==> config.mk <==
export PLATFORM = sky130hd
export DESIGN_NAME = register_lanes_flat
export DESIGN_NICKNAME = d
export VERILOG_FILES = /design/src/rtl/register_lanes_if.sv /design/src/rtl/register_lanes.sv /design/src/flat_wrapper.sv
export SDC_FILE = /design/constraint.sdc
export NUM_CORES = 1
export LEC_CHECK = 0
export CORE_MARGIN = 4
export CORE_UTILIZATION = 40
export DETAILED_ROUTE_END_ITERATION = 16
export PLACE_DENSITY = 0.69
export SLEW_MARGIN = 10
export SYNTH_ARGS = -nofsm -noshare
export SYNTH_HDL_FRONTEND = slang
export SYNTH_SLANG_ARGS = --single-unit
==> constraint.sdc <==
create_clock -name clk -period 3.58 [get_ports clk]
set_clock_uncertainty 0.1 [all_clocks]
set_input_delay 0.537 -clock clk [delete_from_list [all_inputs] [get_ports clk]]
set_output_delay 0.537 -clock clk [all_outputs]
set_load 0.02 [all_outputs]
==> src/rtl/register_lanes_if.sv <==
// Serial lane-fill stream: one W-bit lane per valid/ready beat, s_last ends a burst early.
interface register_lanes_if #(
  parameter int unsigned W = 8
);
  logic         s_valid;
  logic [W-1:0] s_data;
  logic         s_last;
  logic         s_ready;

  modport master (output s_valid, output s_data, output s_last, input s_ready);
  modport slave  (input s_valid, input s_data, input s_last, output s_ready);
endinterface

==> src/rtl/register_lanes.sv <==
// Lane register with per-lane parallel loads and a serial fill path that stages
// lanes and commits them to out atomically in one cycle.
module register_lanes #(
  parameter  int unsigned W     = 8,
  parameter  int unsigned LANES = 2,
  localparam int unsigned PW    = $clog2(LANES)
) (
  input  logic                 clk,
  input  logic                 clear_n,
  input  logic                 sync_clear,
  input  logic [W*LANES-1:0]   in_data,
  input  logic [LANES-1:0]     load,
  register_lanes_if.slave      s,
  output logic [W*LANES-1:0]   out,
  output logic [PW-1:0]        ptr,
  output logic                 done
);

  typedef enum logic [1:0] {IDLE, FILL, COMMIT} state_t;

  state_t           state, state_nxt;
  logic [W-1:0]     stage [LANES];
  logic [LANES-1:0] mask;
  logic             accept;
  logic             last_beat;
  logic             commit;

  assign accept    = s.s_valid & s.s_ready;
  assign last_beat = (ptr == PW'(LANES - 1)) | s.s_last;

  always_ff @(posedge clk or negedge clear_n) begin
    if (!clear_n)        state <= IDLE;
    else if (sync_clear) state <= IDLE;
    else                 state <= state_nxt;
  end

  always_comb begin
    state_nxt = state;
    unique case (state)
      IDLE:    state_nxt = FILL;
      FILL:    if (accept && last_beat) state_nxt = COMMIT;
      COMMIT:  state_nxt = FILL;
      default: state_nxt = IDLE;
    endcase
  end

  // s_ready is a pure decode of the registered state.
  always_comb begin
    s.s_ready = 1'b0;
    commit    = 1'b0;
    unique case (state)
      FILL:    s.s_ready = 1'b1;
      COMMIT:  commit    = 1'b1;
      default: ;
    endcase
  end

  always_ff @(posedge clk or negedge clear_n) begin
    if (!clear_n) begin
      ptr  <= '0;
      mask <= '0;
      for (int unsigned i = 0; i < LANES; i++) stage[i] <= '0;
    end else if (sync_clear) begin
      ptr  <= '0;
      mask <= '0;
      for (int unsigned i = 0; i < LANES; i++) stage[i] <= '0;
    end else begin
      if (accept) begin
        stage[ptr] <= s.s_data;
        mask[ptr]  <= 1'b1;
        ptr        <= last_beat ? '0 : ptr + PW'(1);
      end
      if (commit) mask <= '0;
    end
  end

  // Parallel load takes priority over a commit of the same lane.
  always_ff @(posedge clk or negedge clear_n) begin
    if (!clear_n) begin
      out  <= '0;
      done <= 1'b0;
    end else if (sync_clear) begin
      out  <= '0;
      done <= 1'b0;
    end else begin
      done <= commit;
      for (int unsigned i = 0; i < LANES; i++) begin
        if (load[i])                out[i*W +: W] <= in_data[i*W +: W];
        else if (commit && mask[i]) out[i*W +: W] <= stage[i];
      end
    end
  end

endmodule

==> src/flat_wrapper.sv <==
// flat-port wrapper written by rule: the top's interface ports become plain ports
module register_lanes_flat 
#(
  parameter  int unsigned W     = 8,
  parameter  int unsigned LANES = 2,
  localparam int unsigned PW    = $clog2(LANES)
)
  (clk, clear_n, sync_clear, in_data, load, out, ptr, done, s_s_valid, s_s_data, s_s_last, s_s_ready);
  register_lanes_if #(.W(W)) s_i ();
  input  logic clk;
  input  logic clear_n;
  input  logic sync_clear;
  input  logic [W*LANES-1:0] in_data;
  input  logic [LANES-1:0] load;
  output logic [W*LANES-1:0] out;
  output logic [PW-1:0] ptr;
  output logic done;
  input wire logic [$bits(s_i.s_valid)-1:0] s_s_valid;
  input wire logic [$bits(s_i.s_data)-1:0] s_s_data;
  input wire logic [$bits(s_i.s_last)-1:0] s_s_last;
  output wire logic [$bits(s_i.s_ready)-1:0] s_s_ready;
  assign s_i.s_valid = s_s_valid;
  assign s_i.s_data = s_s_data;
  assign s_i.s_last = s_s_last;
  assign s_s_ready = s_i.s_ready;
  register_lanes #(.W(W), .LANES(LANES)) u_core (.clk(clk), .clear_n(clear_n), .sync_clear(sync_clear), .in_data(in_data), .load(load), .s(s_i), .out(out), .ptr(ptr), .done(done));
endmodule
==> Word-level counts from Yosys, hierarchy flattened <==
Index checks and enable logic that the tools add are counted.
W data, S select, Z words.
{ "classes": {"n_reduce_logical": 11, "mux": 24, "n_eq_ne": 3, "addsub": 1, "bitwise_logic": 4, "magnitude_cmp": 4} }
{ "op_table": {"columns": ["op", "count"], "rows": [
  ["$mux W16", 3],
  ["$mux W8", 5],
  ["$bwmux W16", 1],
  ["$mux W2", 5],
  ["$reduce_bool A3 Y1", 3],
  ["$demux W8 S1", 1],
  ["$mux W1", 7],
  ["$logic_and A1 B1 Y1", 5],
  ["$pmux W2 S2", 1],
  ["$ne A3 B2 Y1 const B", 1],
  ["$eq A2 B1 Y1 const B", 1],
  ["$eq A2 B2 Y1 const B", 1],
  ["$ge A2 B2 Y1 const B", 1],
  ["$logic_not A2 Y1", 1],
  ["$lt A1 B2 Y1 const B", 1],
  ["$lt A2 B1 Y1 const B", 1],
  ["$not A1 Y2", 1],
  ["$or A2 B2 Y2", 1],
  ["$reduce_bool A2 Y1", 1],
  ["$reduce_or A2 Y1", 1],
  ["$add A1 B1 Y1 const B", 1],
  ["$and A1 B1 Y1", 1],
  ["$demux W1 S1", 1],
  ["$ge A1 B1 Y1 const B", 1],
  ["$or A1 B1 Y1", 1]
]} }
{ "word_totals": {"word_cells": 55, "register_bits": 38, "inputBits": 31} }

==> Longest topological paths before layout <==
Gate-level depths: netlist (run 1).
{ "depth": {"depth_word": 8, "ltp_mapped": 4} }

==> Worst setup path before layout (run 1) <==
Ideal clock, no wire load.
{ "synth_timing": {"kind": "input to register", "from": "input port load[0]", "to": "register u_core.out[0]", "slack_ns": 1.969, "stages": 4, "t_arrival_ns": 1.386, "path_buffers": 2, "setup_time_ns": 0.125, "t_required_ns": 3.355, "cell_sequence": "buf_2 > a211o_1 > buf_6 > mux2_4"} }
{ "synth_via": {"elab_chain_cells": 2} }
{ "synth_rtl": {"columns": ["item", "line", "rtl"], "rows": [
  ["start, declared", "flat_wrapper.sv:14", "input logic [LANES-1:0] load;"],
  ["$mux W8", "register_lanes.sv:88", "if (load[i]) out[i*W +: W] <= in_data[i*W +: W];"],
  ["$mux W16", "register_lanes.sv:82", "end else if (sync_clear) begin"],
  ["end signal, assigned by index", "register_lanes.sv:88", null],
  ["end signal, assigned by index", "register_lanes.sv:89", "else if (commit && mask[i]) out[i*W +: W] <= stage[i];"],
  ["end, declared", "register_lanes.sv:14", "output logic [W*LANES-1:0] out,"]
]} }
Parallel ways exist; a longest one is shown, timed or not.
A chain may end at the register's enable or synchronous reset.

==> Worst setup path after layout (run 1) <==
{ "layout_timing": {"from": "input port sync_clear", "to": "register u_core.out[7]"} }
{ "layout_via": {"elab_chain_cells": 1} }
{ "layout_rtl": {"columns": ["item", "line", "rtl"], "rows": [
  ["start, declared", "flat_wrapper.sv:12", "input logic sync_clear;"],
  ["$reduce_bool A3 Y1 (no source line) or $mux W16 (tied branches)", null, null]
]} }
Parallel ways exist; a longest one is shown, timed or not.

==> flow_summary.toml, run 1 <==
[placed_design]
dp_hpwl_um = 2940
pre_cts_ws_ns = 1.07
portBuffers = 49
place_area_um2 = 2290
place_congestion = 0.753

[yosys]
yosysUniqueCellTypes = 20
synth_top_area_share_pct = 53.0
synthCells = 142
synth_edf_count = 0
syn_nets = 173
yosys_warnings = 0
async_flop_share_pct = 100
yosysSeqAreaShare_pct = 53.0
synth-seq-cells = 38
synth_area_um2 = 1790
synth_top_flop_cell = "dfrtp_1"
synth.area.top_cells = "dfrtp_1 53%, mux2i_1 14%, mux2_4 13%"
yosys.area.top_type = "dfrtp_1"
avgSynthCellArea_um2 = 12.6

[cells_and_area]
final_cell_mix = "48 x clkdlybuf4s50_1, 38 x dfrtp_1, 28 x nor2_1"
drive_gt1_share_pct = 14.7
antenna_cells = 0
syn_to_final_growth_pct = 33.1
final_area_um2 = 2390
final_nets = 220
final_core_util_pct = 54.9
layout_commonest_cell = "clkdlybuf4s50_1"

[global_route]
antenna_found_initial = 0
grt-ovfl-total = 0
grt_pass1_vias = 1356
grtUsageMet3_pct = 5.34
busiest_layer = "met2"
use_met2_pct = 24.9
grtUsageTotal_pct = 15.5
grt_util_met1_pct = 20.7
grt_pass1_wl_um = 6600
grt_max_degree = 39

[setup_path]
crit_type = "primary input to register"
critPathMaxFanout = 18
cp.arrival_ns = 2.26
crit_required_ns = 3.65
crit_path_end_kind = "register"
critPathLaunchType = "primary input"

[sta]
max_freq_ghz = 0.457
setup_slack_ns = 1.39
worst_slew_pin_slew_ns = 0.829
finalCritPeriodShare_pct = 61.1
fin_crit_ns = 2.19
setup_violations = 0
rsz0062_at_grt = "false"
fin_setup_tns_ns = 0
slew_headroom_pct = 44.7
slew_viol_final = 0
hold_viol = 0

[outcome]
status = "complete, no violations"

[detailed_routing]
post_drt_wl_per_cell_um = 16.5
drcViolationCount = 0
vias = 1242
ant_nets = 0
viasPerCell = 5.13
first_pass_iters = 4
drtIter0Drc = 53
routed_wl_um = 3990

[power_and_ir_drop]
leakage_nw = 1.13
p_per_area_nw_per_um2 = 391
ir_worst_vdd_v = 0.000235

[clock_tree]
clock_latency_ns = 0.29
cts_max_level = 2
clk_pin_slew_ns = 0.08
clkSinkCount = 38
clockBufferDepth = 2
root_buffer = "clkbuf_8"
cts_tree = "done"
cts_setup_buffers = 0
cts_hold_buf = 0
cts_resized = 0
cts_made_buffers = 5

[die]
dieWidth_um = 75.0
dieArea_um2 = 5620
ios = 50
rows = 24
core_area_um2 = 4350
dieHeight_um = 75.0
initial_utilization_pct = 41.2

[worst_hold_path]
hold_path.class = "primary input to async pin"

[job]
maxCapViolations = 0
## through the flow
stage               std cells  hold slack [ns]  total power, mW
global placement          234            0.385            0.629
global route              242            0.306            0.975
CTS                       242            0.272            0.942
finish                    242            0.240            0.934
detailed placement        234            0.383            0.634
floorplan                 142            0.141            0.553
## state kept, by name (all words and copies together) (netlist names)
| signal | cells |
|---|---|
| u_core.state | 2 |
| u_core.ptr | 1 |
| u_core.mask | 2 |
| u_core.stage | 16 |
| u_core.done | 1 |
| u_core.out | 16 |
## where the power goes
part | switching [mW] | internal (mW)
combinational | 0.0732 | 0.0891
clock | 0.155 | 0.155
sequential | 0.0140 | 0.448
total | 0.242 | 0.692
## final timing paths
check	startpoint	to	slack [ns]	cells after the start
worst max-delay path	sync_clear	u_core.out[7]	1.39	3
worst min-delay path	clear_n	u_core.done	0.24	1
worst max register to register	u_core.state[0]	u_core.out[7]	1.86	3
worst min register to register	u_core.stage[4]	u_core.stage[4]	0.40	1
max in group asynchronous	clear_n	u_core.out[7]	2.61	1
min in group clk	u_core.stage[4]	u_core.stage[4]	0.40	1
## cells by family after synthesis
group	count (synthesis)	synth area share, %
buf+inv	10	3.28
compound gates	14	6.00
simple gates	39	10.4
flops	38	53.0
mux	41	27.3
## cell type report
type | instances | area (um^2)
clock buffer | 6 | 82.6
clock inverter | 2 | 12.5
fill | 355 | 1970
multi-input combinational | 94 | 785
sequential | 38 | 951
tap | 52 | 65.1
timing repair buffer | 50 | 493
## cell usage after synthesis, types with 2 or more instances
library cell	number
nand2b_1	2
dfrtp_1	38
a21oi_1	3
clkbuf_1	2
mux2i_1	25
mux2_4	16
a22o_1	8
nor2_1	28
a211o_1	2
buf_2	5
buf_6	2
nor2b_1	3
## critical path, cell delays in order
cell and delay (ns):
clkdlybuf4s50_1 0.73, a211o_1 0.61, mux2_4 0.37
## metal layers
metal	up-vias	part of all wire, %
met5	-	0
met4	0	0.90
met3	4	7.9
met2	46	45
met1	604	46
li1	588	-
(Power assumes the default switching activity.)
==> run 2, diff against run 1 <==
--- a/config.mk
+++ b/config.mk
@@ -8,7 +8,7 @@
 export CORE_MARGIN = 4
 export CORE_UTILIZATION = 40
 export DETAILED_ROUTE_END_ITERATION = 16
-export PLACE_DENSITY = 0.69
+export PLACE_DENSITY = 0.71
 export SLEW_MARGIN = 10
 export SYNTH_ARGS = -nofsm -noshare
 export SYNTH_HDL_FRONTEND = slang
==> constraint.sdc (replaced) <==
create_clock -name clk -period 1.8 [get_ports clk]
set_clock_uncertainty 0.1 [all_clocks]
set_input_delay 0.27 -clock clk [delete_from_list [all_inputs] [get_ports clk]]
set_output_delay 0.27 -clock clk [all_outputs]
set_load 0.02 [all_outputs]
==> flow_summary.toml, run 2 (synthesized netlist as in run 1, its figures left out) <==
[outcome]
status = "complete, no violations"

[clock_tree]
root_buffer = "clkbuf_8"
clock_latency_ns = 0.29
cts_made_buffers = 5
cts_tree = "done"
clockBufferDepth = 2
cts_max_level = 2
clk_pin_slew_ns = 0.07
clkSinkCount = 38

[setup_path]
ff2ff_setup_slack_ns = 0.12
crit_path_end_kind = "primary output"
crit_required_ns = 1.43
crit_type = "register to primary output"
path_cells = "clkdlybuf4s50_1"
crit_family = "buffers and inverters"
cp.arrival_ns = 1.37
critPathSlowestCell = "clkdlybuf4s50_1"
slowest_delay_ns = 0.64
crit_buf_inv = 1
critPathLaunchType = "register"
critPathMaxFanout = 7

[power_and_ir_drop]
p_total_mw = 1.85
leakage_nw = 1.17
p_per_area_nw_per_um2 = 760
ir_worst_vdd_v = 0.000347

[sta]
hold_viol = 0
hold_ws_ns = 0.405
setup_slack_ns = 0.0570
finalCritPeriodShare_pct = 96.8
fin_crit_ns = 1.74
slew_headroom_pct = 64.9
setup_violations = 0
rsz0062_at_grt = "false"
worst_slew_pin_slew_ns = 0.525
slew_viol_final = 0
fin_setup_tns_ns = 0
max_freq_ghz = 0.574

[die]
rows = 24
dieWidth_um = 75.0
core_area_um2 = 4350
ios = 50
initial_utilization_pct = 41.2
dieHeight_um = 75.0
dieArea_um2 = 5620

[detailed_routing]
drtIter0Drc = 41
ant_nets = 0
drcViolationCount = 0
vias = 1260
routed_wl_um = 4020
viasPerCell = 5.06
post_drt_wl_per_cell_um = 16.1
first_pass_iters = 5

[global_route]
antenna_found_initial = 0
grt_max_degree = 39
grt-ovfl-total = 0
grt_pass1_vias = 1342
grtUsageTotal_pct = 15.5
grt_pass1_wl_um = 6490

[job]
maxCapViolations = 0

[cells_and_area]
final_cell_mix = "47 x clkdlybuf4s50_1, 38 x dfrtp_1, 28 x nor2_1"
final_nets = 227
antenna_cells = 0
reg_top3 = "u_core.out (16), u_core.stage (16)"
final_core_util_pct = 56.0
syn_to_final_growth_pct = 35.9
instances_no_fill = 249
final_area_um2 = 2440
drive_gt1_share_pct = 16.8
layout_commonest_cell = "clkdlybuf4s50_1"

[placed_design]
place_congestion = 0.815
pre_cts_ws_ns = -0.0796
dp_hpwl_um = 2970
dp.cells = 240
place_area_um2 = 2340
portBuffers = 49

[worst_hold_path]
hold_path.class = "register to register"
==> run 2: changes by cell type in the layout (fill, tap and decap cells not counted), sizes merged <==
cell           delta
buf               +6
clkbuf            +1
clkdlybuf4s50     -1
clkinvlp          -1
dlygate4sd2       +1
dlygate4sd3       +1
==> run 2: metal layers <==
| metal | global-route usage, % | wire [um] | vias to the layer above |
|---|---|---|---|
| met5 | 0 | 0 | - |
| met4 | 5.34 | 57 | 0 |
| met3 | 4.41 | 244 | 7 |
| met2 | 23.4 | 1760 | 44 |
| met1 | 21.6 | 1950 | 605 |
| li1 | - | - | 604 |
==> run 2: final cells by class <==
cell class / instances / area, um^2
repair buffers: 57 / 547
fillers: 379 / 1920
well taps: 52 / 65.1
flip-flops and latches: 38 / 951
clock buffers: 7 / 86.3
multi-input cells: 94 / 785
clock inverters: 1 / 5.00
==> run 2: worst reg2reg max path: stages, from the launching register on <==
cell and delay [ns]:
dfrtp_1 0.43, nor2b_1 0.18, a211o_1 0.49, mux2_4 0.37
==> run 2: power by group <==
group / total (mW) / switching (mW) / internal [mW]
clock: 0.602 / 0.294 / 0.309
sequential: 0.918 / 0.0265 / 0.892
combinational: 0.333 / 0.147 / 0.186
total: 1.85 / 0.467 / 1.39
==> run 2: final timing paths <==
kind / from / endpoint / cells past startpoint
max: u_core.ptr / ptr / 1
min: u_core.stage[5] / u_core.stage[5] / 1
max reg2reg: u_core.state[1] / u_core.out[14] / 3
min reg2reg: u_core.stage[5] / u_core.stage[5] / 1
max in group asynchronous: clear_n / u_core.mask[0] / 3
min in group asynchronous: clear_n / u_core.state[0] / 3
==> run 2: repair_timing <==
action / in CTS / in global routing
resized for setup: 1 / 0
hold buffers: 1 / 0
setup endpoints to repair: 1 / 0
endpoints found under the hold margin: 38 / 0
buffers inserted: 0 / 0
==> run 3, diff against run 2 <==
--- a/config.mk
+++ b/config.mk
@@ -9,6 +9,7 @@
 export CORE_UTILIZATION = 40
 export DETAILED_ROUTE_END_ITERATION = 16
 export PLACE_DENSITY = 0.71
+export SKIP_CTS_REPAIR_TIMING = 1
 export SLEW_MARGIN = 10
 export SYNTH_ARGS = -nofsm -noshare
 export SYNTH_HDL_FRONTEND = slang
==> flow_summary.toml, run 3 (synthesized netlist as in run 1, its figures left out) <==
[outcome]
status = "complete, no violations"

[global_route]
grt-ovfl-total = 0
grtUsageTotal_pct = 15.5
grt_pass1_vias = 1342
antenna_found_initial = 0
grt_max_degree = 39
grt_pass1_wl_um = 6490

[power_and_ir_drop]
ir_worst_vdd_v = 0.000348
p_per_area_nw_per_um2 = 760
leakage_nw = 1.18

[clock_tree]
clockBufferDepth = 2
cts_made_buffers = 5
root_buffer = "clkbuf_8"
cts_tree = "done"
clock_latency_ns = 0.29
clk_pin_slew_ns = 0.07
clkSinkCount = 38
cts_max_level = 2

[sta]
slew_headroom_pct = 65.3
max_freq_ghz = 0.572
hold_ws_ns = 0.408
setup_violations = 0
rsz0062_at_grt = "false"
fin_crit_ns = 1.75
finalCritPeriodShare_pct = 97.0
hold_viol = 0
worst_slew_pin_slew_ns = 0.520
fin_setup_tns_ns = 0
slew_viol_final = 0

[worst_hold_path]
hp-start = "u_core.stage[1]"
hold_path.class = "register to register"
holdPathStages = 1
holdPathEnd = "u_core.stage[1]"

[detailed_routing]
first_pass_iters = 4
drtIter0Drc = 38
post_drt_wl_per_cell_um = 16.2
viasPerCell = 5.08
routed_wl_um = 4030
ant_nets = 0
drcViolationCount = 0
vias = 1265

[setup_path]
crit_type = "register to primary output"
crit_required_ns = 1.43
crit_family = "buffers and inverters"
r2r_cells = 3
crit_buf_inv = 1
r2r-start = "u_core.state[1]"
critPathLaunchType = "register"
slowest_delay_ns = 0.64
crit_path_end_kind = "primary output"
cp.arrival_ns = 1.38
critPathMaxFanout = 7
critPathSlowestCell = "clkdlybuf4s50_1"
r2r-end = "u_core.out[14]"
path_cells = "clkdlybuf4s50_1"
ff2ff_setup_slack_ns = 0.12

[die]
dieWidth_um = 75.0
rows = 24
core_area_um2 = 4350
dieArea_um2 = 5620
ios = 50
initial_utilization_pct = 41.2
dieHeight_um = 75.0

[cells_and_area]
layout_commonest_cell = "clkdlybuf4s50_1"
antenna_cells = 0
drive_gt1_share_pct = 16.8
seqCellArea_um2 = 951
multi_input_area_um2 = 785
final_core_util_pct = 56.1
fill_cells = 378
syn_to_final_growth_pct = 36.1
reg_top3 = "u_core.out (16), u_core.stage (16)"
final_nets = 227
final_cell_mix = "47 x clkdlybuf4s50_1, 38 x dfrtp_1, 28 x nor2_1"

[placed_design]
place_congestion = 0.815
portBuffers = 49
dp_hpwl_um = 2970

[job]
maxCapViolations = 0
## run 3: changes by cell type in the layout (fill, tap and decap cells not counted), sizes merged
cell,before,now
dlygate4sd2,1,0
dlymetal6s2s,0,1
## run 3: metal layers
metal	share of wire [%]	vias up	wire, um	track usage [%]
li1	-	603	-	-
met1	48	606	1950	21.6
met2	44	49	1760	23.4
met3	6.3	7	253	4.41
met4	1.4	0	57	5.34
met5	0	-	0	0
## run 3: worst max-delay path by stage
stage	slack [ns]	depth (start not counted)	end	from
final	0.05	1	ptr	u_core.ptr
after global routing	0.02	1	ptr	u_core.ptr
after CTS	-0.08	2	s_s_ready	u_core.state[0]
after detailed placement	-0.08	3	u_core.out[7]	sync_clear
after global placement	-0.05	3	u_core.out[1]	sync_clear
after floorplan	0.32	4	u_core.out[0]	u_core.state[1]
## run 3: layout make-up
class / instances / area share (%)
Clock buffer: 7 / 3.53
Clock inverter: 1 / 0.205
Multi-Input combinational cell: 94 / 32.1
Sequential cell: 38 / 38.9
Tap cell: 52 / 2.66
Timing Repair Buffer: 57 / 22.5
## run 3: report_power, final
part           internal (mW)  total, mW  switching (mW)
logic                  0.187      0.334           0.147
clock network          0.309      0.604           0.295
registers              0.892      0.919          0.0267
total                   1.39       1.86           0.469
## run 3: per-stage QoR
stage / power [mW] / instance area, um^2 / std cells / setup slack [ns]
2_1_floorplan: 1.10 / 1790 / 142 / 0.317
3_3_place_gp: 1.26 / 2340 / 240 / -0.0465
3_5_place_dp: 1.27 / 2340 / 240 / -0.0796
4_1_cts: 1.88 / 2430 / 248 / -0.0815
5_1_grt: 1.93 / 2440 / 249 / 0.0161
6_report: 1.86 / 2440 / 249 / 0.0532
